$ cat src/rtl/dynamic_capture_pkg.sv
// Shared definitions for the dynamic_capture slice.
// Contents:
//   - DIGIT_W: width of one BCD digit.
//   - Slot codes for the active-low anode select lines.
//   - Capture FSM state type.
//   - Helper that tells whether a nibble is a decimal digit.
package dynamic_pkg;

  localparam int DIGIT_W = 4;

  localparam logic [1:0] SLOT1   = 2'b01;
  localparam logic [1:0] SLOT2   = 2'b10;
  localparam logic [1:0] BLANK   = 2'b11;
  localparam logic [1:0] ILLEGAL = 2'b00;

  localparam logic [DIGIT_W-1:0] DIGIT_MAX = 4'd9;

  typedef enum logic [1:0] {
    IDLE = 2'd0,  // no slot committed
    HALF = 2'd1,  // exactly one slot committed
    LOCK = 2'd2   // both slots committed
  } state_e;

  // True when the nibble is a legal decimal digit (0..9).
  function automatic logic is_digit(input logic [DIGIT_W-1:0] value);
    return (value <= DIGIT_MAX);
  endfunction

endpackage

$ cat src/rtl/dynamic_capture_if.sv
// Bundle of the scanned-display sample inputs and the captured results.
// Signals:
//   an    - scanned anode select, active-low (01 slot 1, 10 slot 2, 11 blank)
//   bcd   - digit value presented with an
//   out1  - committed slot-1 digit
//   out2  - committed slot-2 digit
//   valid - both slots committed and no timeout since
//   upd   - one-cycle pulse when out1 or out2 is written
//   err   - sticky illegal-sample flag
// Modports: master drives the samples, slave (the capture block) drives results.
interface dynamic_capture_if;
  import dynamic_pkg::*;

  logic [1:0]         an;
  logic [DIGIT_W-1:0] bcd;
  logic [DIGIT_W-1:0] out1;
  logic [DIGIT_W-1:0] out2;
  logic               valid;
  logic               upd;
  logic               err;

  modport master (
    output an, bcd,
    input  out1, out2, valid, upd, err
  );

  modport slave (
    input  an, bcd,
    output out1, out2, valid, upd, err
  );

endinterface

$ cat src/rtl/dynamic_capture_digit_filter.sv
// Per-slot debounce filter: tracks a candidate digit and how many consecutive
// legal samples matched it, and commits the candidate once it has been seen
// CONFIRM times in a row (unless it is already the committed value).
// Ports:
//   clk_e     - clock, rising edge
//   rst       - asynchronous active-low reset
//   sample    - a legal sample for this slot is present this cycle
//   digit     - the sample's digit value
//   clear     - drop the committed flag and match count (timeout)
//   value     - committed digit (registered)
//   upd       - one-cycle pulse when value was written (registered)
//   committed - slot currently holds a committed value (registered)
//   commit    - this edge commits a value (combinational, for the FSM)
module digit_filter
  import dynamic_pkg::*;
#(
  parameter int CONFIRM = 2
) (
  input  logic               clk_e,
  input  logic               rst,
  input  logic               sample,
  input  logic [DIGIT_W-1:0] digit,
  input  logic               clear,
  output logic [DIGIT_W-1:0] value,
  output logic               upd,
  output logic               committed,
  output logic               commit
);

  localparam logic [3:0] CONFIRM_C = 4'(CONFIRM);

  logic [DIGIT_W-1:0] cand_r;
  logic [3:0]         cnt_r;
  logic [DIGIT_W-1:0] value_r;
  logic               upd_r;
  logic               committed_r;

  logic [DIGIT_W-1:0] cand_next_s;
  logic [3:0]         cnt_next_s;
  logic               commit_s;

  // Next candidate/count and the commit decision for this edge.
  always_comb begin
    cand_next_s = cand_r;
    cnt_next_s  = cnt_r;
    commit_s    = 1'b0;
    if (sample) begin
      if (digit == cand_r) begin
        cnt_next_s = (cnt_r >= CONFIRM_C) ? CONFIRM_C : (cnt_r + 4'd1);
      end else begin
        cand_next_s = digit;
        cnt_next_s  = 4'd1;
      end
      // A saturated count on the value already shown must not re-commit.
      commit_s = (cnt_next_s == CONFIRM_C) &&
                 (!committed_r || (cand_next_s != value_r));
    end else if (clear) begin
      cnt_next_s = 4'd0;
    end else begin
      cnt_next_s = cnt_r;
    end
  end

  // Candidate, count, committed value and update pulse registers.
  always_ff @(posedge clk_e or negedge rst) begin
    if (!rst) begin
      cand_r      <= 4'd0;
      cnt_r       <= 4'd0;
      value_r     <= 4'd0;
      upd_r       <= 1'b0;
      committed_r <= 1'b0;
    end else begin
      cand_r <= cand_next_s;
      cnt_r  <= cnt_next_s;
      upd_r  <= commit_s;
      if (commit_s) begin
        value_r     <= cand_next_s;
        committed_r <= 1'b1;
      end else if (clear) begin
        committed_r <= 1'b0;
      end else begin
        committed_r <= committed_r;
      end
    end
  end

  assign value     = value_r;
  assign upd       = upd_r;
  assign committed = committed_r;
  assign commit    = commit_s;

endmodule

$ cat src/rtl/dynamic_capture.sv
// Captures the two digits of a multiplexed (scanned) two-digit display.
// Samples are registered once, filtered per slot, and a small FSM reports
// when both digits are stable. A run of TIMEOUT cycles without a legal
// sample drops the lock but keeps the last displayed digits.
// Ports:
//   clk_e - sole clock, rising edge
//   rst   - asynchronous active-low reset
//   bus   - slave side of dynamic_capture_if (an/bcd in; out1/out2/valid/upd/err out)
module dynamic_capture
  import dynamic_pkg::*;
#(
  parameter int CONFIRM = 2,
  parameter int TIMEOUT = 255
) (
  input  logic              clk_e,
  input  logic              rst,
  dynamic_capture_if.slave  bus
);

  localparam logic [7:0] TIMEOUT_C = 8'(TIMEOUT);

  logic [1:0]         an_r;
  logic [DIGIT_W-1:0] bcd_r;
  logic [7:0]         tcnt_r;
  state_e             state_r;
  logic               valid_r;
  logic               err_r;

  state_e             state_next_s;
  logic               slot1_s;
  logic               slot2_s;
  logic               legal_s;
  logic               illegal_s;
  logic               timeout_s;

  logic [DIGIT_W-1:0] value1_s;
  logic [DIGIT_W-1:0] value2_s;
  logic               upd1_s;
  logic               upd2_s;
  logic               committed1_s;
  logic               committed2_s;
  logic               commit1_s;
  logic               commit2_s;

  // Input stage: every decision below uses these registered copies.
  always_ff @(posedge clk_e or negedge rst) begin
    if (!rst) begin
      an_r  <= BLANK;
      bcd_r <= 4'd0;
    end else begin
      an_r  <= bus.an;
      bcd_r <= bus.bcd;
    end
  end

  assign slot1_s   = (an_r == SLOT1) && is_digit(bcd_r);
  assign slot2_s   = (an_r == SLOT2) && is_digit(bcd_r);
  assign legal_s   = slot1_s || slot2_s;
  assign illegal_s = (an_r == ILLEGAL) ||
                     (((an_r == SLOT1) || (an_r == SLOT2)) && !is_digit(bcd_r));
  // Fires on the edge where the idle count reaches TIMEOUT and stays asserted
  // while it is saturated; a legal sample always wins.
  assign timeout_s = !legal_s && (tcnt_r >= (TIMEOUT_C - 8'd1));

  digit_filter #(.CONFIRM(CONFIRM)) u_slot1 (
    .clk_e     (clk_e),
    .rst       (rst),
    .sample    (slot1_s),
    .digit     (bcd_r),
    .clear     (timeout_s),
    .value     (value1_s),
    .upd       (upd1_s),
    .committed (committed1_s),
    .commit    (commit1_s)
  );

  digit_filter #(.CONFIRM(CONFIRM)) u_slot2 (
    .clk_e     (clk_e),
    .rst       (rst),
    .sample    (slot2_s),
    .digit     (bcd_r),
    .clear     (timeout_s),
    .value     (value2_s),
    .upd       (upd2_s),
    .committed (committed2_s),
    .commit    (commit2_s)
  );

  // Capture FSM next-state logic.
  always_comb begin
    state_next_s = state_r;
    if (timeout_s) begin
      state_next_s = IDLE;
    end else begin
      case (state_r)
        IDLE: begin
          if (commit1_s || commit2_s) begin
            state_next_s = HALF;
          end else begin
            state_next_s = IDLE;
          end
        end
        HALF: begin
          // Only a first commit of the still-empty slot completes the lock.
          if ((commit1_s && !committed1_s) || (commit2_s && !committed2_s)) begin
            state_next_s = LOCK;
          end else begin
            state_next_s = HALF;
          end
        end
        LOCK: begin
          state_next_s = LOCK;
        end
        default: begin
          state_next_s = IDLE;
        end
      endcase
    end
  end

  // FSM state, valid flag, sticky error flag and idle-cycle counter.
  always_ff @(posedge clk_e or negedge rst) begin
    if (!rst) begin
      state_r <= IDLE;
      valid_r <= 1'b0;
      err_r   <= 1'b0;
      tcnt_r  <= 8'd0;
    end else begin
      state_r <= state_next_s;
      valid_r <= (state_next_s == LOCK);
      err_r   <= err_r || illegal_s;
      if (legal_s) begin
        tcnt_r <= 8'd0;
      end else if (tcnt_r < TIMEOUT_C) begin
        tcnt_r <= tcnt_r + 8'd1;
      end else begin
        tcnt_r <= tcnt_r;
      end
    end
  end

  assign bus.out1  = value1_s;
  assign bus.out2  = value2_s;
  assign bus.upd   = upd1_s || upd2_s;
  assign bus.valid = valid_r;
  assign bus.err   = err_r;

endmodule
$ cat src/flat_wrapper.sv
// flat-port wrapper written by rule: the top's interface ports become plain ports
module dynamic_capture_flat import dynamic_pkg::*;
#(
  parameter int CONFIRM = 2,
  parameter int TIMEOUT = 255
)
  (clk_e, rst, bus_an, bus_bcd, bus_out1, bus_out2, bus_valid, bus_upd, bus_err);
  dynamic_capture_if bus_i ();
  input  logic clk_e;
  input  logic rst;
  input wire logic [$bits(bus_i.an)-1:0] bus_an;
  input wire logic [$bits(bus_i.bcd)-1:0] bus_bcd;
  output wire logic [$bits(bus_i.out1)-1:0] bus_out1;
  output wire logic [$bits(bus_i.out2)-1:0] bus_out2;
  output wire logic [$bits(bus_i.valid)-1:0] bus_valid;
  output wire logic [$bits(bus_i.upd)-1:0] bus_upd;
  output wire logic [$bits(bus_i.err)-1:0] bus_err;
  assign bus_i.an = bus_an;
  assign bus_i.bcd = bus_bcd;
  assign bus_out1 = bus_i.out1;
  assign bus_out2 = bus_i.out2;
  assign bus_valid = bus_i.valid;
  assign bus_upd = bus_i.upd;
  assign bus_err = bus_i.err;
  dynamic_capture #(.CONFIRM(CONFIRM), .TIMEOUT(TIMEOUT)) u_core (.clk_e(clk_e), .rst(rst), .bus(bus_i));
endmodule
$ cat config.mk
export PLATFORM = sky130hd
export DESIGN_NAME = dynamic_capture_flat
export DESIGN_NICKNAME = d
export VERILOG_FILES = /design/src/rtl/dynamic_capture_pkg.sv /design/src/rtl/dynamic_capture_if.sv /design/src/rtl/dynamic_capture_digit_filter.sv /design/src/rtl/dynamic_capture.sv /design/src/flat_wrapper.sv
export SDC_FILE = /design/constraint.sdc
export NUM_CORES = 1
export LEC_CHECK = 0
export BUFFER_PORTS_ARGS = -buffer_cell sky130_fd_sc_hd__buf_2
export CAP_MARGIN = 20
export CORE_ASPECT_RATIO = 0.9
export CORE_UTILIZATION = 44
export CTS_CLUSTER_DIAMETER = 40
export CTS_CLUSTER_SIZE = 14
export DETAILED_ROUTE_END_ITERATION = 8
export SETUP_SLACK_MARGIN = 0.4
export SYNTH_ARGS = -nofsm -noshare
export SYNTH_HDL_FRONTEND = slang
export SYNTH_SLANG_ARGS = --single-unit
$ cat constraint.sdc
create_clock -name clk_e -period 2 [get_ports clk_e]
set_input_delay 0.4 -clock clk_e [delete_from_list [all_inputs] [get_ports clk_e]]
set_output_delay 0.4 -clock clk_e [all_outputs]
set_load 0.005 [all_outputs]
== Word-level counts from Yosys, hierarchy flattened ==
Index checks and enable logic that the tools add are counted.
Operators by class
  $add $sub $neg: 3
  order comparisons: 5
  equal/unequal tests: 11
  mux-type cells: 26
  reductions and logical operators: 28
Operators with widths (number)
  $mux 4: 15
  $mux 8: 2
  $reduce_bool 2->1: 5
  $logic_or 1x1->1: 9
  $add 4x1->4 const B: 2
  $add 8x1->8 const B: 1
  $eq 4x2->1 const B: 2
  $eq 4x4->1: 2
  $ge 4x2->1 const B: 2
  $ge 8x8->1 const B: 1
  $logic_and 1x1->1: 8
  $lt 8x8->1 const B: 1
  $ne 4x4->1: 2
  $eq 2x2->1 const B: 3
  $mux 1: 6
  $pmux 2 s3: 1
  $eq 2x1->1 const B: 2
  $le 4x4->1 const B: 1
  $logic_not 1->1: 4
  $logic_not 2->1: 2
  $mux 2: 2
Storage, ports and cells
  bits in registers: 46
  input bits: 8
  word-level logic and storage cells: 89

== Logic depth before layout (Yosys ltp) ==
Gate-level depths: netlist of the first run.
  word-level depth: 13
  mapped depth: 8

== Modules after synthesis ==
Synthesis of the first run repeated with hierarchy kept, for this count alone.
Unflattened totals
  cells, all modules: 184
  area total of the unflattened synthesis: 2250.9 sq um
By module, submodules not included
  digit_filter: times used 2, cells each 52, area an instance 681.9 sq um
  dynamic_capture: times used 1, cells each 80, area an instance 887.1 sq um

== Least setup slack after synthesis of the first run ==
Ideal clock, no wire load.
  kind: reg2reg
  start: reg u_core.an_r[0]
  end: reg u_core.u_slot2.cnt_r[1]
  arrival: 1890 ps
  required time: 1880 ps
  setup slack: -10 ps
  stages on the path, launching flop included: 8
  buffers on the path: 2
  path through: dfstp_2 > inv_1 > ha_1 > clkbuf_2 > o21a_1 > or3_1 > buf_2 > a31o_2
Between the ends
  longest elaborated chain between the ends: 6
RTL lines
  start, declared: RTL line dynamic_capture.sv:22  | logic [1:0] an_r;
  start signal, assigned: RTL line dynamic_capture.sv:51  | an_r <= bus.an;
  $eq 2x1->1 / $eq 2x2->1 (equally long branches): RTL line dynamic_capture.sv:56, dynamic_capture.sv:57
  $logic_and 1x1->1 (on tied branches): RTL line dynamic_capture.sv:56, dynamic_capture.sv:57
  $logic_or 1x1->1: RTL line dynamic_capture.sv:58  | assign legal_s = slot1_s || slot2_s;
  $logic_not 1->1: RTL line dynamic_capture.sv:63  | assign timeout_s = !legal_s && (tcnt_r >= (TIMEOUT_C - 8'd1));
  $logic_and 1x1->1: RTL line dynamic_capture.sv:63
  $reduce_bool 2->1 (no source line)
  end signal, assigned: RTL line dynamic_capture_digit_filter.sv:74  | cnt_r <= cnt_next_s;
  end, declared: RTL line dynamic_capture_digit_filter.sv:33  | logic [3:0] cnt_r;
Parallel ways exist; a longest one is shown, timed or not.
A chain may end at the register's enable or synchronous reset.

== Worst setup path after layout of the first run ==
  start: reg u_core.u_slot1.cnt_r[1]
  end: reg u_core.state_r[0]
Between the ends
  longest elaborated chain between the ends: 12
RTL lines
  start, declared: RTL line dynamic_capture_digit_filter.sv:33
  start signal, assigned: RTL line dynamic_capture_digit_filter.sv:74
  $add 4x1->4 / $ge 4x2->1 (equally long branches): RTL line dynamic_capture_digit_filter.sv:49  | cnt_next_s = (cnt_r >= CONFIRM_C) ? CONFIRM_C : (cnt_r + 4'd1);
  $mux 4 *: RTL line dynamic_capture_digit_filter.sv:49
  $mux 4 *: RTL line dynamic_capture_digit_filter.sv:48  | if (digit == cand_r) begin
  $mux 4 *: RTL line dynamic_capture_digit_filter.sv:47  | if (sample) begin
  $eq 4x2->1 *: RTL line dynamic_capture_digit_filter.sv:55  | commit_s = (cnt_next_s == CONFIRM_C) &&
  $logic_and 1x1->1 *: RTL line dynamic_capture_digit_filter.sv:55
  $mux 1 *: RTL line dynamic_capture_digit_filter.sv:47
  net u_core.commit1_s: RTL line dynamic_capture.sv:42  | logic commit1_s;
  $logic_and 1x1->1: RTL line dynamic_capture.sv:105  | if ((commit1_s && !committed1_s) || (commit2_s && !committed2_s)) begin
  $logic_or 1x1->1: RTL line dynamic_capture.sv:105
  $mux 2: RTL line dynamic_capture.sv:105
  $pmux 2 s3 *: RTL line dynamic_capture.sv:95  | case (state_r)
  $mux 2 *: RTL line dynamic_capture.sv:92  | if (timeout_s) begin
  net u_core.state_next_s[0]: RTL line dynamic_capture.sv:29  | state_e state_next_s;
  end signal, assigned: RTL line dynamic_capture.sv:129  | state_r <= state_next_s;
  end, declared: RTL line dynamic_capture.sv:25  | state_e state_r;
The timed path passes the listed nets; every way through them passes the cells marked *. The select of a mux whose other input is x is not followed.

==> metrics, run 1 <==
number of flops mapped to enable cells by yosys=0; syn avg cell area=around 12 um^2; flip-flop and latch count after synthesis=between 40 and 50; Slew Viols, Final=0; CTS buffer count=5; worst min path class=primary input to asynchronous set/reset pin; GPL Wtd Cong=roughly 0.79; Antenna diodes=0; worst-case setup margin in the final layout=~0.12 ns; Die X-Extent=between 70 and 80 um; run status=finished, final reports clean; total standard cell area after synthesis=2237 um^2; number of cell rows=24; worst reg2reg setup slack=approximately 0.12 ns; Detailed Place HPWL=approximately 3000 um; maximum number of pins on one net before global-route repair=27; ranking of synthesized cells by area=sky130_fd_sc_hd__dfrtp_1, sky130_fd_sc_hd__mux2_2, sky130_fd_sc_hd__ha_1; net total in the final layout=251; clk_skew=approximately 0.0057 ns; power dissipated by switching net loads=0.7159 mW; leakage component of the power=~1.3 nW; core region area=between 4000 and 5000 um^2; post-route DRC violation count=0; combinational cell fraction of total power=about a quarter; Initial DRC Count=between 60 and 70; hold buffers post-CTS=0; data arrival time of the critical path=2.07 ns; worst max-slew margin expressed relative to the limit=around 59%; aggregate routed wire length=just under 5000 um; number of violations of the max-capacitance limit=0; number of sinks on the clock net=46; Final TNS setup=0 ns; number of buffers on the longest clock path=2; yosys synthesis warning count=0; Synth-to-Final Area Change=33.28%; Total Power Consumption=between 2 and 3 mW; count of unique library cells instantiated by Yosys=47; initial antenna violation count=0; net count of the mapped netlist=202; maximum level of the CTS H-tree=2; Internal Pwr Total=roughly 1.8 mW; endpoints failing hold=0; post-layout utilization of the core=~61%; minimum clock period=1.876 ns; global-route usage over all layers=20.01%; clock tree from TritonCTS=built; most common cell after layout, fill and taps aside=sky130_fd_sc_hd__dfrtp_1; clock group share of total power=28.1%; worst path required time=around 2.2 ns; asr flop ratio synth=100.0%; detailed-route vias per instance=~5.3; largest area contributor in the synthesized netlist=sky130_fd_sc_hd__dfrtp_1; critical path class=flop to flop; Peak Freq=533.1 MHz; top cell type's share of synthesized area=a little under 50%; global-route wire length before repair=~8300 um; Filler Cells Inserted=408; sequential-to-total area share from yosys stat=51.57%; die extent in y=just under 70 um; area of the die=5374 um^2; leading cell types in the layout, fill and taps excluded=sky130_fd_sc_hd__dfrtp_1, sky130_fd_sc_hd__buf_4, sky130_fd_sc_hd__buf_2; Flop pwr share=47.9%; final setup violating endpoints=0; via count=1596; Mapped Cells=around 190; RSZ-0062 raised after global routing=yes; biggest fanout along the worst timing path=6; switching share of power=between 20% and 30%; fraction of layout instances using a drive strength above 1=around 53%; share of the cycle needed by the critical path after routing=between 90% and 100%; Setup WS pre-CTS=approximately 0.067 ns; count of boundary I/O pins=19; largest voltage drop on the vdd net=around 0.5 mV; Worst Setup End Kind=flop; vias in the first global route=approximately 1.7k; starting density of the core=a little under half; top flip-flop cell by instance count after synthesis=sky130_fd_sc_hd__dfrtp_1; Port Buf Inserts=18; measured slew at the worst slew-check pin=0.6081 ns; number of iterations in the first detailed-routing pass=4; total congestion overflow after global routing=0; number of routed nets with antenna violations=0; clock transition time at the flip-flop clock pins of the worst setup and hold paths=about 0.080 ns; Worst-Skew Late Latency=around 0.30 ns; routed wire length per instance=~16 um; ratio of total power to cell area=roughly 850 nW/um^2; buffer cell driving the clock tree root=sky130_fd_sc_hd__clkbuf_8; Critical Path Start Type=flop
[through the flow]
step,cell area (um^2),hold slack [ns],cells
2_1_floorplan,2317,0.1044,185
3_3_place_gp,2469,0.3843,266
3_5_place_dp,2469,0.3972,266
4_1_cts,2882,0.06016,294
5_1_grt,2982,0.07781,299
6_report,2982,0.04810,299
[power groups by stage]
stage	registers, mW	logic [mW]	clock network [mW]
after floorplan	1.19	0.329	0
after global placement	1.21	0.426	0
after detailed placement	1.22	0.441	0
after CTS	1.20	0.574	0.723
after global routing	1.23	0.665	0.760
final	1.21	0.606	0.709
[routing by layer]
| metal | GRT usage (%) | share of wire (%) | vias to the layer above | wire (um) |
|---|---|---|---|---|
| li1 | - | - | 762 | - |
| met1 | 26.67 | 46 | 789 | 2234 |
| met2 | 32.74 | 49 | 35 | 2407 |
| met3 | 4.211 | 4.0 | 10 | 197 |
| met4 | 5.870 | 1.4 | 0 | 70 |
| met5 | 0 | 0 | - | 0 |
[path summary, 6_finish.rpt]
path,depth (start not counted),end,start
worst max-delay path,5,u_core.state_r[0],u_core.u_slot1.cnt_r[1]
worst min-delay path,1,u_core.tcnt_r[6],rst
worst max register to register,5,u_core.state_r[0],u_core.u_slot1.cnt_r[1]
worst min register to register,2,u_core.bus.err,u_core.bus.err
max in group asynchronous,2,u_core.an_r[1],rst
min in group clk_e,1,u_core.an_r[0],bus_an[0]
[cells in the mapped netlist, types with 2 or more instances]
library cell and instances:
sky130_fd_sc_hd__dfrtp_1 44, sky130_fd_sc_hd__mux2_2 14, sky130_fd_sc_hd__xnor2_1 11, sky130_fd_sc_hd__o21ai_0 10, sky130_fd_sc_hd__ha_1 9, sky130_fd_sc_hd__xor2_1 8, sky130_fd_sc_hd__a21oi_1 7, sky130_fd_sc_hd__inv_1 7
sky130_fd_sc_hd__nand3_1 7, sky130_fd_sc_hd__nor2_1 5, sky130_fd_sc_hd__nand4_1 4, sky130_fd_sc_hd__a211oi_1 3, sky130_fd_sc_hd__a31oi_1 3, sky130_fd_sc_hd__and3_1 3, sky130_fd_sc_hd__nand2_1 3, sky130_fd_sc_hd__nor3_1 3
sky130_fd_sc_hd__nor3b_1 3, sky130_fd_sc_hd__a31o_2 2, sky130_fd_sc_hd__buf_2 2, sky130_fd_sc_hd__buf_4 2, sky130_fd_sc_hd__buf_6 2, sky130_fd_sc_hd__clkbuf_2 2, sky130_fd_sc_hd__dfstp_2 2, sky130_fd_sc_hd__nand2_2 2
sky130_fd_sc_hd__nor3_4 2, sky130_fd_sc_hd__nor4_1 2, sky130_fd_sc_hd__o211ai_2 2, sky130_fd_sc_hd__or4_1 2
[flip-flops by register name (all words and copies together), names as in the netlist]
name / count
u_core.state_r: 2
u_core.u_slot2.upd: 1
u_core.u_slot1.committed: 1
u_core.bus.err: 1
u_core.an_r: 2
u_core.bus.valid: 1
u_core.u_slot2.cnt_r: 4
u_core.u_slot1.cnt_r: 4
u_core.u_slot2.committed: 1
u_core.tcnt_r: 8
u_core.bcd_r: 4
u_core.u_slot2.cand_r: 4
u_core.u_slot1.value: 4
u_core.u_slot1.cand_r: 4
u_core.u_slot1.upd: 1
u_core.u_slot2.value: 4
[kinds of logic after synthesis]
family,synth area share (%)
AO/OA/AOI/OAI,10.91
flip-flops,51.57
adder cells (fa/ha/maj),5.034
AND/OR/NAND/NOR,14.09
buffers and inverters,3.915
XOR/XNOR,7.438
multiplexers,7.047
[final cells by class]
class | instances | area, um^2 | area share, %
inverter | 7 | 26.28 | 0.8812
multi-input combinational | 124 | 1241 | 41.63
clock inverter | 1 | 30.03 | 1.007
timing repair buffer | 50 | 357.8 | 12.00
tap | 65 | 81.33 | 2.728
clock buffer | 6 | 82.58 | 2.770
sequential | 46 | 1162 | 38.98
[critical path, stage by stage, from the launching register on]
cell and delay, ns:
sky130_fd_sc_hd__dfrtp_2 0.46, sky130_fd_sc_hd__buf_6 0.13, sky130_fd_sc_hd__or4_4 0.50, sky130_fd_sc_hd__o211ai_4 0.21, sky130_fd_sc_hd__nor3_4 0.10, sky130_fd_sc_hd__o311a_1 0.36
[repair_timing]
| action | in CTS | in global routing |
|---|---|---|
| pin swaps | 16 | 9 |
| setup buffers | 20 | 5 |
| setup endpoints to repair | 25 | 29 |
| resized for setup | 33 | 15 |
| cloned | 1 | 0 |
(Power assumes the default switching activity.)
==> run 2: changes to the inputs <==
==> constraint.sdc (replaced) <==
create_clock -name clk_e -period 2 [get_ports clk_e]
set_input_delay 0 -clock clk_e [delete_from_list [all_inputs] [get_ports clk_e]]
set_output_delay 0 -clock clk_e [all_outputs]
set_load 0.005 [all_outputs]
==> run 2 against run 1 <==
Power decreased by 5.5%; register-to-register slack got worse by 0.04 ns; clock power shrank 17%; wire length grew 1.2%; sequential share of layout area increased by 0.63 points; die area unchanged; clock skew is 0.0029 ns lower; flip-flop and latch count unchanged; critical path type unchanged; largest cell class unchanged; highest routed layer unchanged.
==> metrics, run 2 (synthesis results as in run 1) <==
Filler Cells Inserted=431 (+5.6%); maximum number of pins on one net before global-route repair=20 (-26%); Initial DRC Count=73 (+9.0%); CTS buffer count=5 (unchanged); worst path required time=2.19 ns (about the same); clock group share of total power=24.6% (-3.5 points); combinational cell fraction of total power=24.7% (+0.7 points); series of cell instances along the critical path=buf_6 > or4_4 > o211ai_4 > nor3_4 > o311a_1; count of boundary I/O pins=19 (unchanged); initial antenna violation count=0 (unchanged); post-layout utilization of the core=60.19% (-1.1 points); Flop pwr share=50.7% (+2.8 points); number of cell rows=24 (unchanged); clock tree from TritonCTS=built; worst min path class=primary input to asynchronous set/reset pin; ratio of total power to cell area=814.7 nW/um^2 (-3.7%); total congestion overflow after global routing=0 (unchanged); Final TNS setup=0 ns (unchanged); Peak Freq=522.0 MHz (-2.1%); number of buffers on the longest clock path=2 (unchanged); starting density of the core=45.99% (unchanged); Critical Path Start Type=flop; number of routed nets with antenna violations=0 (unchanged); most common cell after layout, fill and taps aside=sky130_fd_sc_hd__dfrtp_1; Worst-Skew Late Latency=0.30 ns (about the same); run status=finished, final reports clean; combined area of the multi-input logic cells=1215 um^2 (-2.1%); global-route wire length before repair=7962 um (-3.7%); RSZ-0062 raised after global routing=yes; total area of sequential cells=1160 um^2 (-0.22%); Detailed Place HPWL=3114 um (+3.0%); number of sinks on the clock net=46 (unchanged); clk_skew=0.002808 ns (-0.002882 ns); buffer cell driving the clock tree root=sky130_fd_sc_hd__clkbuf_8; maximum level of the CTS H-tree=2 (unchanged); most flop-heavy register=u_core.tcnt_r; flip-flop count of the largest register after layout=8 (unchanged); worst reg2reg setup slack=0.08 ns (-0.04 ns); biggest fanout along the worst timing path=7 (+1); GPL Wtd Cong=0.7586 (-4.5%); vias in the first global route=1624 (-3.4%); leakage component of the power=1.285 nW (-2.8%); endpoint of the worst register-to-register path=u_core.state_r[0]; number of iterations in the first detailed-routing pass=4 (unchanged); Port Buf Inserts=18 (unchanged); Synth-to-Final Area Change=30.87%; net total in the final layout=251 (unchanged); largest voltage drop on the vdd net=0.5787 mV (+16%); aggregate routed wire length=4967 um (+1.2%); share of the cycle needed by the critical path after routing=95.78% (+2.0 points); highest-delay cell along the critical path=sky130_fd_sc_hd__or4_4; start of the worst register-to-register path=u_core.u_slot1.cnt_r[1]; Antenna diodes=0 (unchanged); core region area=4865 um^2 (unchanged); Worst Setup End Kind=flop; Slew Viols, Final=0 (unchanged); switching share of power=31.00% (+2.6 points); area of the die=5374 um^2 (unchanged); power dissipated by switching net loads=0.7396 mW (+3.3%); detailed-route vias per instance=5.403 (+1.2%); data arrival time of the critical path=2.10 ns (+0.03 ns); leading cell types in the layout, fill and taps excluded=sky130_fd_sc_hd__dfrtp_1, sky130_fd_sc_hd__buf_4, sky130_fd_sc_hd__buf_2; post-route DRC violation count=0 (unchanged); routed wire length per instance=16.56 um (+0.84%); clock transition time at the flip-flop clock pins of the worst setup and hold paths=0.09 ns (about the same); measured slew at the worst slew-check pin=0.6749 ns (+0.06680 ns); global-route usage over all layers=19.24% (-0.76 points); fraction of layout instances using a drive strength above 1=48.09% (-4.5 points); worst max-slew margin expressed relative to the limit=54.59% (-4.5 points); number of violations of the max-capacitance limit=0 (unchanged); die extent in y=69.65 um (unchanged); Internal Pwr Total=1.646 mW (-8.9%); Die X-Extent=77.16 um (unchanged); minimum clock period=1.916 ns (+0.03975 ns); endpoints failing hold=0 (unchanged); final setup violating endpoints=0 (unchanged); critical path class=flop to flop; crit-path max cell delay=0.50 ns (about the same); via count=1621 (+1.6%); length in cells of the worst reg-to-reg path=5 (unchanged)
[run 2: worst max path at each step]
stage                            startpoint                       to  slack [ns]  depth (start not counted)
finish              u_core.u_slot1.cnt_r[1]        u_core.state_r[0]        0.08                          5
CTS                 u_core.u_slot1.cnt_r[1]  u_core.u_slot1.value[1]        0.05                          5
detailed placement  u_core.u_slot1.cnt_r[0]        u_core.state_r[0]        0.02                          6
global placement             u_core.an_r[0]        u_core.state_r[0]        0.12                          6
global route        u_core.u_slot2.cnt_r[0]  u_core.u_slot2.value[1]        0.03                          6
floorplan                    u_core.an_r[0]  u_core.u_slot2.cnt_r[1]        0.11                          7
[run 2: per-stage QoR]
| step | instance area [um^2] | hold slack, ns | setup slack, ns | std cells | power [mW] |
|---|---|---|---|---|---|
| CTS | 2800 | 0.1709 | 0.05086 | 295 | 2.337 |
| global route | 2928 | 0.1930 | 0.03444 | 300 | 2.527 |
| global placement | 2464 | -0.04066 | 0.1240 | 267 | 1.636 |
| floorplan | 2317 | -0.2956 | 0.1068 | 185 | 1.517 |
| detailed placement | 2464 | -0.03158 | 0.01872 | 267 | 1.663 |
| finish | 2928 | 0.1676 | 0.08433 | 300 | 2.385 |
[run 2: timing repair]
item,4_1_cts,5_1_grt
pin swaps,10,10
cloned,1,0
hold endpoints to repair,23,0
setup endpoints to repair,25,27
resized for setup,17,19
setup buffers,12,5
hold buffers,7,0
[run 2: critical path: cells and delay by family (launching register included)]
| kind | cells | cell delay (ns) |
|---|---|---|
| and+or+nand+nor | 2 | 0.61 |
| AOI/OAI and AO/OA | 2 | 0.60 |
| buffers and inverters | 1 | 0.13 |
| DFF | 1 | 0.46 |
[run 2: power by group through the flow]
stage          combinational [mW]  clock [mW]  sequential [mW]
6_report                    0.590       0.587             1.21
3_3_place_gp                0.425           0             1.21
5_1_grt                     0.648       0.648             1.23
3_5_place_dp                0.439           0             1.22
4_1_cts                     0.533       0.602             1.20
2_1_floorplan               0.329           0             1.19
[run 2: cell type report]
| cell class | count | area share, % |
|---|---|---|
| clock inverter | 3 | 0.8547 |
| sequential | 46 | 39.62 |
| timing repair buffer | 50 | 12.01 |
| multi-input combinational | 124 | 41.50 |
| clock buffer | 5 | 2.350 |
| tap | 65 | 2.778 |
| inverter | 7 | 0.8974 |
[run 2: routing by layer]
metal / vias up / global-route usage, % / wire length (um)
met4: 0 / 6.080 / 26
li1: 767 / - / -
met2: 32 / 32.15 / 2476
met5: - / 0 / 0
met3: 2 / 3.684 / 164
met1: 820 / 25.17 / 2300
